## src/rtl/regfile_pkg.sv

```systemverilog
// Shared types and sizes for the register-file write-back scheduler.
package regfile_pkg;

    localparam int DATA_W   = 32;
    localparam int ADDR_W   = 5;
    localparam int NUM_REGS = 2 ** ADDR_W;

    typedef enum logic {
        INIT,
        RUN
    } state_t;

endpackage

```

## src/rtl/regfile_wb_arbiter_if.sv

```systemverilog
// Write-back request bundle for the two requesters (ALU path and load/multi-cycle unit).
interface regfile_wb_arbiter_if #(
    parameter int DATA_W = regfile_pkg::DATA_W,
    parameter int ADDR_W = regfile_pkg::ADDR_W
);
    logic              req0_valid;
    logic [ADDR_W-1:0] req0_addr;
    logic [DATA_W-1:0] req0_data;
    logic              req0_ready;

    logic              req1_valid;
    logic [ADDR_W-1:0] req1_addr;
    logic [DATA_W-1:0] req1_data;
    logic              req1_ready;

    modport master (
        output req0_valid, req0_addr, req0_data,
        input  req0_ready,
        output req1_valid, req1_addr, req1_data,
        input  req1_ready
    );

    modport slave (
        input  req0_valid, req0_addr, req0_data,
        output req0_ready,
        input  req1_valid, req1_addr, req1_data,
        output req1_ready
    );
endinterface

```

## src/rtl/rr_arbiter2.sv

```systemverilog
// Two-way round-robin grant: a lone requester wins, a tie goes to the requester named by ptr.
module rr_arbiter2 (
    input  logic [1:0] valid,
    input  logic       ptr,
    output logic [1:0] grant,
    output logic       any
);
    for (genvar gi = 0; gi < 2; gi++) begin : g_grant
        assign grant[gi] = valid[gi] && (!valid[1-gi] || (ptr == 1'(gi)));
    end

    assign any = |valid;
endmodule

```

## src/rtl/regfile_wb_arbiter.sv

```systemverilog
// Drives the register file's single write port: zeroes x1..x31 after reset, then
// round-robins write-backs from the ALU and load/multi-cycle requesters.
module regfile_wb_arbiter #(
    parameter int DATA_W = regfile_pkg::DATA_W,
    parameter int ADDR_W = regfile_pkg::ADDR_W
) (
    input  logic              clk,
    input  logic              rst,
    regfile_wb_arbiter_if.slave req,
    output logic              WE3,
    output logic [ADDR_W-1:0] A3,
    output logic [DATA_W-1:0] WD3,
    output logic              init_busy
);
    import regfile_pkg::*;

    localparam logic [ADDR_W-1:0] LAST_REG = {ADDR_W{1'b1}};

    state_t            state_reg, state_next;
    logic [ADDR_W-1:0] cnt_reg, cnt_next;
    logic              ptr_reg, ptr_next;
    logic              we3_reg, we3_next;
    logic [ADDR_W-1:0] a3_reg, a3_next;
    logic [DATA_W-1:0] wd3_reg, wd3_next;

    logic [1:0]        valid;
    logic [1:0]        grant;
    logic              any;
    logic              run;
    logic              xfer;
    logic [ADDR_W-1:0] sel_addr;
    logic [DATA_W-1:0] sel_data;

    assign valid = {req.req1_valid, req.req0_valid};

    rr_arbiter2 u_arb (
        .valid (valid),
        .ptr   (ptr_reg),
        .grant (grant),
        .any   (any)
    );

    // rst gates the handshake combinationally so nothing is accepted in the reset cycle.
    assign run            = (state_reg == RUN) && !rst;
    assign req.req0_ready = run && grant[0];
    assign req.req1_ready = run && grant[1];
    assign init_busy      = !run;
    assign xfer           = run && any;

    assign sel_addr = grant[1] ? req.req1_addr : req.req0_addr;
    assign sel_data = grant[1] ? req.req1_data : req.req0_data;

    always_comb begin
        state_next = state_reg;
        cnt_next   = cnt_reg;
        ptr_next   = ptr_reg;
        we3_next   = 1'b0;
        a3_next    = a3_reg;
        wd3_next   = wd3_reg;
        case (state_reg)
            INIT: begin
                we3_next = 1'b1;
                a3_next  = cnt_reg;
                wd3_next = '0;
                cnt_next = cnt_reg + 1'b1;
                if (cnt_reg == LAST_REG) begin
                    state_next = RUN;
                end
            end
            RUN: begin
                if (xfer) begin
                    // Pointer moves to whoever lost, even for a discarded x0 write.
                    ptr_next = grant[0];
                    if (sel_addr != '0) begin
                        we3_next = 1'b1;
                        a3_next  = sel_addr;
                        wd3_next = sel_data;
                    end
                end
            end
            default: state_next = INIT;
        endcase
    end

    always_ff @(posedge clk) begin
        if (rst) begin
            state_reg <= INIT;
            cnt_reg   <= {{(ADDR_W-1){1'b0}}, 1'b1};
            ptr_reg   <= 1'b0;
            we3_reg   <= 1'b0;
            a3_reg    <= '0;
            wd3_reg   <= '0;
        end else begin
            state_reg <= state_next;
            cnt_reg   <= cnt_next;
            ptr_reg   <= ptr_next;
            we3_reg   <= we3_next;
            a3_reg    <= a3_next;
            wd3_reg   <= wd3_next;
        end
    end

    assign WE3 = we3_reg;
    assign A3  = a3_reg;
    assign WD3 = wd3_reg;
endmodule

```

## src/flat_wrapper.sv

```systemverilog
// flat-port wrapper written by rule: the top's interface ports become plain ports
module regfile_wb_arbiter_flat import regfile_pkg::*;
#(
    parameter int DATA_W = regfile_pkg::DATA_W,
    parameter int ADDR_W = regfile_pkg::ADDR_W
)
  (clk, rst, WE3, A3, WD3, init_busy, req_req0_valid, req_req0_addr, req_req0_data, req_req0_ready, req_req1_valid, req_req1_addr, req_req1_data, req_req1_ready);
  regfile_wb_arbiter_if #(.DATA_W(DATA_W), .ADDR_W(ADDR_W)) req_i ();
  input  logic clk;
  input  logic rst;
  output logic WE3;
  output logic [ADDR_W-1:0] A3;
  output logic [DATA_W-1:0] WD3;
  output logic init_busy;
  input wire logic [$bits(req_i.req0_valid)-1:0] req_req0_valid;
  input wire logic [$bits(req_i.req0_addr)-1:0] req_req0_addr;
  input wire logic [$bits(req_i.req0_data)-1:0] req_req0_data;
  output wire logic [$bits(req_i.req0_ready)-1:0] req_req0_ready;
  input wire logic [$bits(req_i.req1_valid)-1:0] req_req1_valid;
  input wire logic [$bits(req_i.req1_addr)-1:0] req_req1_addr;
  input wire logic [$bits(req_i.req1_data)-1:0] req_req1_data;
  output wire logic [$bits(req_i.req1_ready)-1:0] req_req1_ready;
  assign req_i.req0_valid = req_req0_valid;
  assign req_i.req0_addr = req_req0_addr;
  assign req_i.req0_data = req_req0_data;
  assign req_req0_ready = req_i.req0_ready;
  assign req_i.req1_valid = req_req1_valid;
  assign req_i.req1_addr = req_req1_addr;
  assign req_i.req1_data = req_req1_data;
  assign req_req1_ready = req_i.req1_ready;
  regfile_wb_arbiter #(.DATA_W(DATA_W), .ADDR_W(ADDR_W)) u_core (.clk(clk), .rst(rst), .req(req_i), .WE3(WE3), .A3(A3), .WD3(WD3), .init_busy(init_busy));
endmodule
```

## config.mk

```make
export PLATFORM = sky130hd
export DESIGN_NAME = regfile_wb_arbiter_flat
export DESIGN_NICKNAME = d
export VERILOG_FILES = /design/src/rtl/regfile_pkg.sv /design/src/rtl/regfile_wb_arbiter_if.sv /design/src/rtl/rr_arbiter2.sv /design/src/rtl/regfile_wb_arbiter.sv /design/src/flat_wrapper.sv
export SDC_FILE = /design/constraint.sdc
export NUM_CORES = 1
export LEC_CHECK = 0
export ABC_AREA = 1
export BUFFER_PORTS_ARGS = -buffer_cell sky130_fd_sc_hd__buf_2
export CAP_MARGIN = 20
export CORE_MARGIN = 1.5
export CORE_UTILIZATION = 45
export DETAILED_ROUTE_END_ITERATION = 7
export GPL_TIMING_DRIVEN = 0
export MAX_ROUTING_LAYER = met4
export PLACE_DENSITY = 0.74
export SYNTH_ARGS = -nofsm -noshare
export SYNTH_HDL_FRONTEND = slang
export SYNTH_SLANG_ARGS = --single-unit
```

## constraint.sdc

```tcl
create_clock -name clk -period 2.1 [get_ports clk]
set_input_delay 0.105 -clock clk [delete_from_list [all_inputs] [get_ports clk]]
set_output_delay 0.105 -clock clk [all_outputs]
set_load 0.005 [all_outputs]
```

* Yosys cells after proc, flatten, opt, wreduce, memory -nomap -nowiden
Index checks and enable logic that the tools add are counted.
** Word-level totals
- Bits in registers :: 45
- Latch bits :: 0
- Memory bits (writable) :: 0
- Memory bits (read-only) :: 0
- Bits of input ports :: 78
- Output and inout bits :: 41
- Logic and storage cells :: 41
- Memories kept :: 0
** Cells by class
- Add/sub/neg operators :: 1
- Multiply operators :: 0
- Divide/modulo/power cells :: 0
- Magnitude comparators :: 0
- Equal/unequal tests :: 3
- Shift operators :: 0
- Mux-type cells :: 13
- Bitwise gates (word level) :: 2
- Reductions and logical operators :: 16
** Operators by type and width (number)
- 32-bit two-way mux :: 3
- 32-bit case mux with 2 select lines :: 1
- 5-bit two-way mux :: 3
- 5-bit case mux with 2 select lines :: 1
- 1-bit logical AND :: 6
- 5-bit by 1-bit adder with 5-bit output, second input constant :: 1
- 5-bit equality test, second input constant :: 1
- 5-bit nonzero test :: 1
- 1-bit logical NOT :: 4
- 1-bit two-way mux :: 4
- 2-bit inequality test, second input constant :: 2
- 2-bit AND reduction :: 2
- 1-bit logical OR :: 2
- 1-bit NOT :: 2
- 1-bit case mux with 2 select lines :: 1
- 2-bit OR reduction :: 1

* Depth between registers and ports, before layout
- Word-level depth :: 8
- Mapped depth :: 12
- Mapped depth without buffers :: 12

* Hierarchy
Synthesis repeated with hierarchy kept, for this count alone.
** Second synthesis, totals
- Cell total of the unflattened synthesis :: 342
- Area, all modules :: 2328.5 um^2
** By module, submodules not included
- regfile_wb_arbiter :: instances 1, cells each 336, area an instance 2302.2 um^2, sequential area each 900.9 um^2
- rr_arbiter2 :: instances 1, cells each 6, area an instance 26.3 um^2, sequential area each 0.0 um^2

* Worst setup path after synthesis
OpenSTA, ideal clock, no wires.
- Path type :: register to register
- Start point :: register u_core.ptr_reg
- End point :: register u_core.wd3_reg[21], in the netlist u_core.WD3[21]
- Setup time :: 113 ps
- Arrival :: 1349 ps
- Required time :: 1987 ps
- Setup slack :: 638 ps
- Cell stages (with the launch flop) :: 13
- Path through :: dfxtp_1 inv_1 nand2_2 nand2_4 nand2_1 nand2_1 nand2_2 o21bai_4 buf_6 buf_12 nand2_1 o21ai_1 inv_1
** Between the ends
- Cells in the longest elaborated chain, start to end :: 6
- Elaborated cells between the ends (all ways) :: 10
- Those cells by class :: eq/ne: 1; mux: 5; reduce/logical: 4
** Ends and longest elaborated chain
- start, declared :: line regfile_wb_arbiter.sv:21 : logic ptr_reg, ptr_next;
- start signal, assigned :: line regfile_wb_arbiter.sv:96 : ptr_reg <= ptr_next;
- 1-bit logical OR (*) :: line rr_arbiter2.sv:9 : assign grant[gi] = valid[gi] && (!valid[1-gi] || (ptr == 1'(gi)));
- 1-bit logical AND (*) :: line rr_arbiter2.sv:9
- 5-bit two-way mux or 32-bit two-way mux (tied branches) :: line regfile_wb_arbiter.sv:50, regfile_wb_arbiter.sv:51
- 5-bit nonzero test or 32-bit two-way mux (tied branches) :: line regfile_wb_arbiter.sv:74 : if (sel_addr != '0) begin
- 2-bit inequality test (no source line) or 32-bit two-way mux (tied branches)
- 2-bit AND reduction (no source line) or 32-bit case mux with 2 select lines (tied branches)
- end signal, assigned :: line regfile_wb_arbiter.sv:99 : wd3_reg <= wd3_next;
- end, declared :: line regfile_wb_arbiter.sv:24 : logic [DATA_W-1:0] wd3_reg, wd3_next;
Mark *: on every way between the ends. The rest lies on a longest branch, timed or not. The select of a mux whose other input is x is not followed.
A chain may end at the register's enable or synchronous reset.

* Worst setup path after layout
- Start point :: register u_core.state_reg
- End point :: output req_req1_ready
** Between the ends
- Cells in the longest elaborated chain, start to end :: 2
** Ends and longest elaborated chain
- start, declared :: line regfile_wb_arbiter.sv:19 : state_t state_reg, state_next;
- start signal, assigned :: line regfile_wb_arbiter.sv:94 : state_reg <= state_next;
- 1-bit logical AND :: line regfile_wb_arbiter.sv:44 : assign run = (state_reg == RUN) && !rst;
- 1-bit logical AND :: line regfile_wb_arbiter.sv:46 : assign req.req1_ready = run && grant[1];
- end, declared :: line flat_wrapper.sv:22 : output wire logic [$bits(req_i.req1_ready)-1:0] req_req1_ready;
Every way passes these cells.

==> reports/qor.csv <==
metric,value,unit
status,"complete, no violations",
height of the die,77.0,um
global-route wire length before repair,10700,um
CP Class,register to output port,
setup tns final,0,ns
Power Total,1.59,mW
global-route usage over all layers,22.9,%
Largest register FFs,32,
mean post-synth cell area,6.95,um2
worst reg2reg endpoint,u_core.WD3[28]$_SDFFE_PP0P_,
CP cell instances,buf_4 -> nand2_1 -> clkbuf_1 -> nor2_1 -> buf_2,
Filler Cell Count,530,
per-cell routed wire length,11.5,um
Ant. Diodes,0,
reg2reg setup slack,0.42,ns
Worst slew margin,52.3,%
hpwl dp,4960,um
Netlist cell types,28,
final worst clock skew,0.00596,ns
final setup fails,0,
vias in the first global route,2412,
final max-slew violation count,0,
Post-CTS Resized,0,
CP startpoint kind,register,
"Period Utilization, post-route",86.5,%
static leakage,1.69,nW
die width,77.0,um
post-synthesis sequential area ratio,36.5,%
min cycle time layout,1.82,ns
Iteration-0 DRC Markers,93,
Residual DRC,0,
Fin. Hold Viols,0,
core area,5200,um2
area of the multi-input gates,1310,um2
Post-DRT Antenna Nets,0,
Mapped Nets,435,
WL final,6300,um
worst vdd ir,0.335,mV
RSZ-0062 raised after global routing,no,
Storage cell area,901,um2
synthesized instance count,355,
Seq cells post-synth,45,
cell depth of the worst setup path,5,
Clock Latency Late Sink,0.30,ns
YS warnings,0,
PD cells,494,nW/um2
root buffer cell,clkbuf_8,
Num CTS Buffers,5,
TritonCTS clock tree,built,
Max Clock Freq,0.550,GHz
Layout area overhead,30.3,%
CP max-delay cell,clkbuf_1,
Reg2Reg Depth,9,
CP Buf/Inv Count,3,
Clock transition at path regs,0.07,ns
max incr delay on CP,0.57,ns
reg-to-reg critical path startpoint,u_core.state_reg$_SDFF_PP0_,
site row count,26,
hold depth,2,
critical path arrival,1.71,ns
synthesized cell area,2470,um2
total number of vias,2534,
DIE AREA,5930,um2
maximum buffer depth of the clock tree,2,
clock sinks,45,
initial core utilization,47.4,%
cts hold-fix bufs,0,
Hold Path End,u_core.ptr_reg$_SDFFE_PP0P_,
"delay-heaviest family, CP",buffers and inverters,
crit path max fanout,10,
grt total ovfl,0,
Hold Crit Class,input port to register,
largest net degree at the start of global routing,13,
layout cells sized above 1,37.4,%
drt first pass iters,4,
Hold Crit Start,rst,
PortBufs,117,
Final GP Congestion,0.854,
initial antenna violation count,0,
Crit path required time,2.00,ns
num ports,119,
Least-Margin Pin Slew,0.715,ns
CTS H-Tree Depth,2,
final-stage net count,559,
post-CTS setup buffers,0,
Max-Cap Viols,0,
Worst setup EP type,output port,
vias per cell,4.62,
-- worst max path at each step --
stage,startpoint,endpoint,slack [ns]
floorplan,u_core.ptr_reg$_SDFFE_PP0P_,u_core.WD3[21]$_SDFFE_PP0P_,0.64
detailed placement,u_core.ptr_reg$_SDFFE_PP0P_,u_core.WD3[21]$_SDFFE_PP0P_,0.44
global route,u_core.state_reg$_SDFF_PP0_,req_req0_ready,0.15
global placement,u_core.ptr_reg$_SDFFE_PP0P_,u_core.WD3[30]$_SDFFE_PP0P_,0.47
CTS,u_core.state_reg$_SDFF_PP0_,req_req1_ready,0.29
finish,u_core.state_reg$_SDFF_PP0_,req_req1_ready,0.28
-- power by group --
group | switching [mW] | total, mW | internal [mW] | leakage [nW]
Combinational | 0.118 | 0.223 | 0.105 | 1.29
Clock | 0.274 | 0.493 | 0.219 | 0.0399
Sequential | 0.00729 | 0.872 | 0.865 | 0.364
-- Yosys cell counts (all sizes together) --
master / n / area, um2
nand2: 134 / 586
dfxtp: 45 / 901
inv: 33 / 124
o21ai: 33 / 165
nor2: 30 / 115
nand3: 24 / 165
a21oi: 20 / 156
buf: 12 / 103
clkbuf: 8 / 30.0
or2: 6 / 37.5
nor3: 4 / 20.0
ha: 2 / 25.0
nand4: 1 / 6.26
o21bai: 1 / 18.8
o22ai: 1 / 6.26
o31ai: 1 / 7.51
-- per-stage QoR --
step / utilization (%) / area, um2 / std cells / hold WS [ns] / setup WS (ns)
after floorplan: - / 2470 / 355 / 0.208 / 0.638
after global placement: 60.3 / 3140 / 542 / 0.372 / 0.466
after detailed placement: 60.3 / 3140 / 542 / 0.382 / 0.441
after CTS: 61.7 / 3210 / 548 / 0.0736 / 0.287
after global routing: 61.7 / 3210 / 548 / 0.0969 / 0.146
final: 61.7 / 3210 / 548 / 0.0757 / 0.283
-- final cells by class --
class	instances	area share [%]
Inverter	33	3.86
Timing Repair Buffer	117	18.2
Multi-Input combinational cell	257	40.7
Clock inverter	1	0.156
Tap cell	70	2.73
Clock buffer	5	2.14
Buffer	20	4.13
Sequential cell	45	28.0
-- cells by family (layout without fill, tap and decap cells) --
| family | count (synthesis) | in the layout | synth area share (%) |
|---|---|---|---|
| adders and majority gates | 2 | 2 | 1.01 |
| DFF | 45 | 45 | 36.5 |
| and+or+nand+nor | 199 | 199 | 37.7 |
| AOI/OAI and AO/OA | 56 | 56 | 14.4 |
| buffers and inverters | 53 | 176 | 10.4 |
-- cell usage in the layout (no fill, tap or decap), types with 2 or more instances in the layout --
master	netlist	layout
nand2_1	121	121
buf_2	3	120
dfxtp_1	45	45
inv_1	32	32
nor2_1	29	29
o21ai_0	24	24
nand3_1	15	15
a21oi_2	15	15
nand2_4	10	10
nand3_2	9	9
o21ai_1	9	9
clkbuf_1	8	8
or2_2	6	6
a21oi_1	5	5
clkbuf_8	0	5
nor3_1	4	4
buf_4	3	3
nand2_2	3	3
buf_1	2	2
buf_6	2	2
ha_1	2	2
-- layer usage --
| metal | up-vias | wire, um | track usage [%] |
|---|---|---|---|
| met5 | - | 0 | - |
| met4 | 0 | 77 | 5.45 |
| met3 | 9 | 418 | 6.90 |
| met2 | 70 | 3030 | 39.2 |
| met1 | 1095 | 2770 | 26.3 |
| li1 | 1360 | - | - |
(Power assumes the default switching activity.)
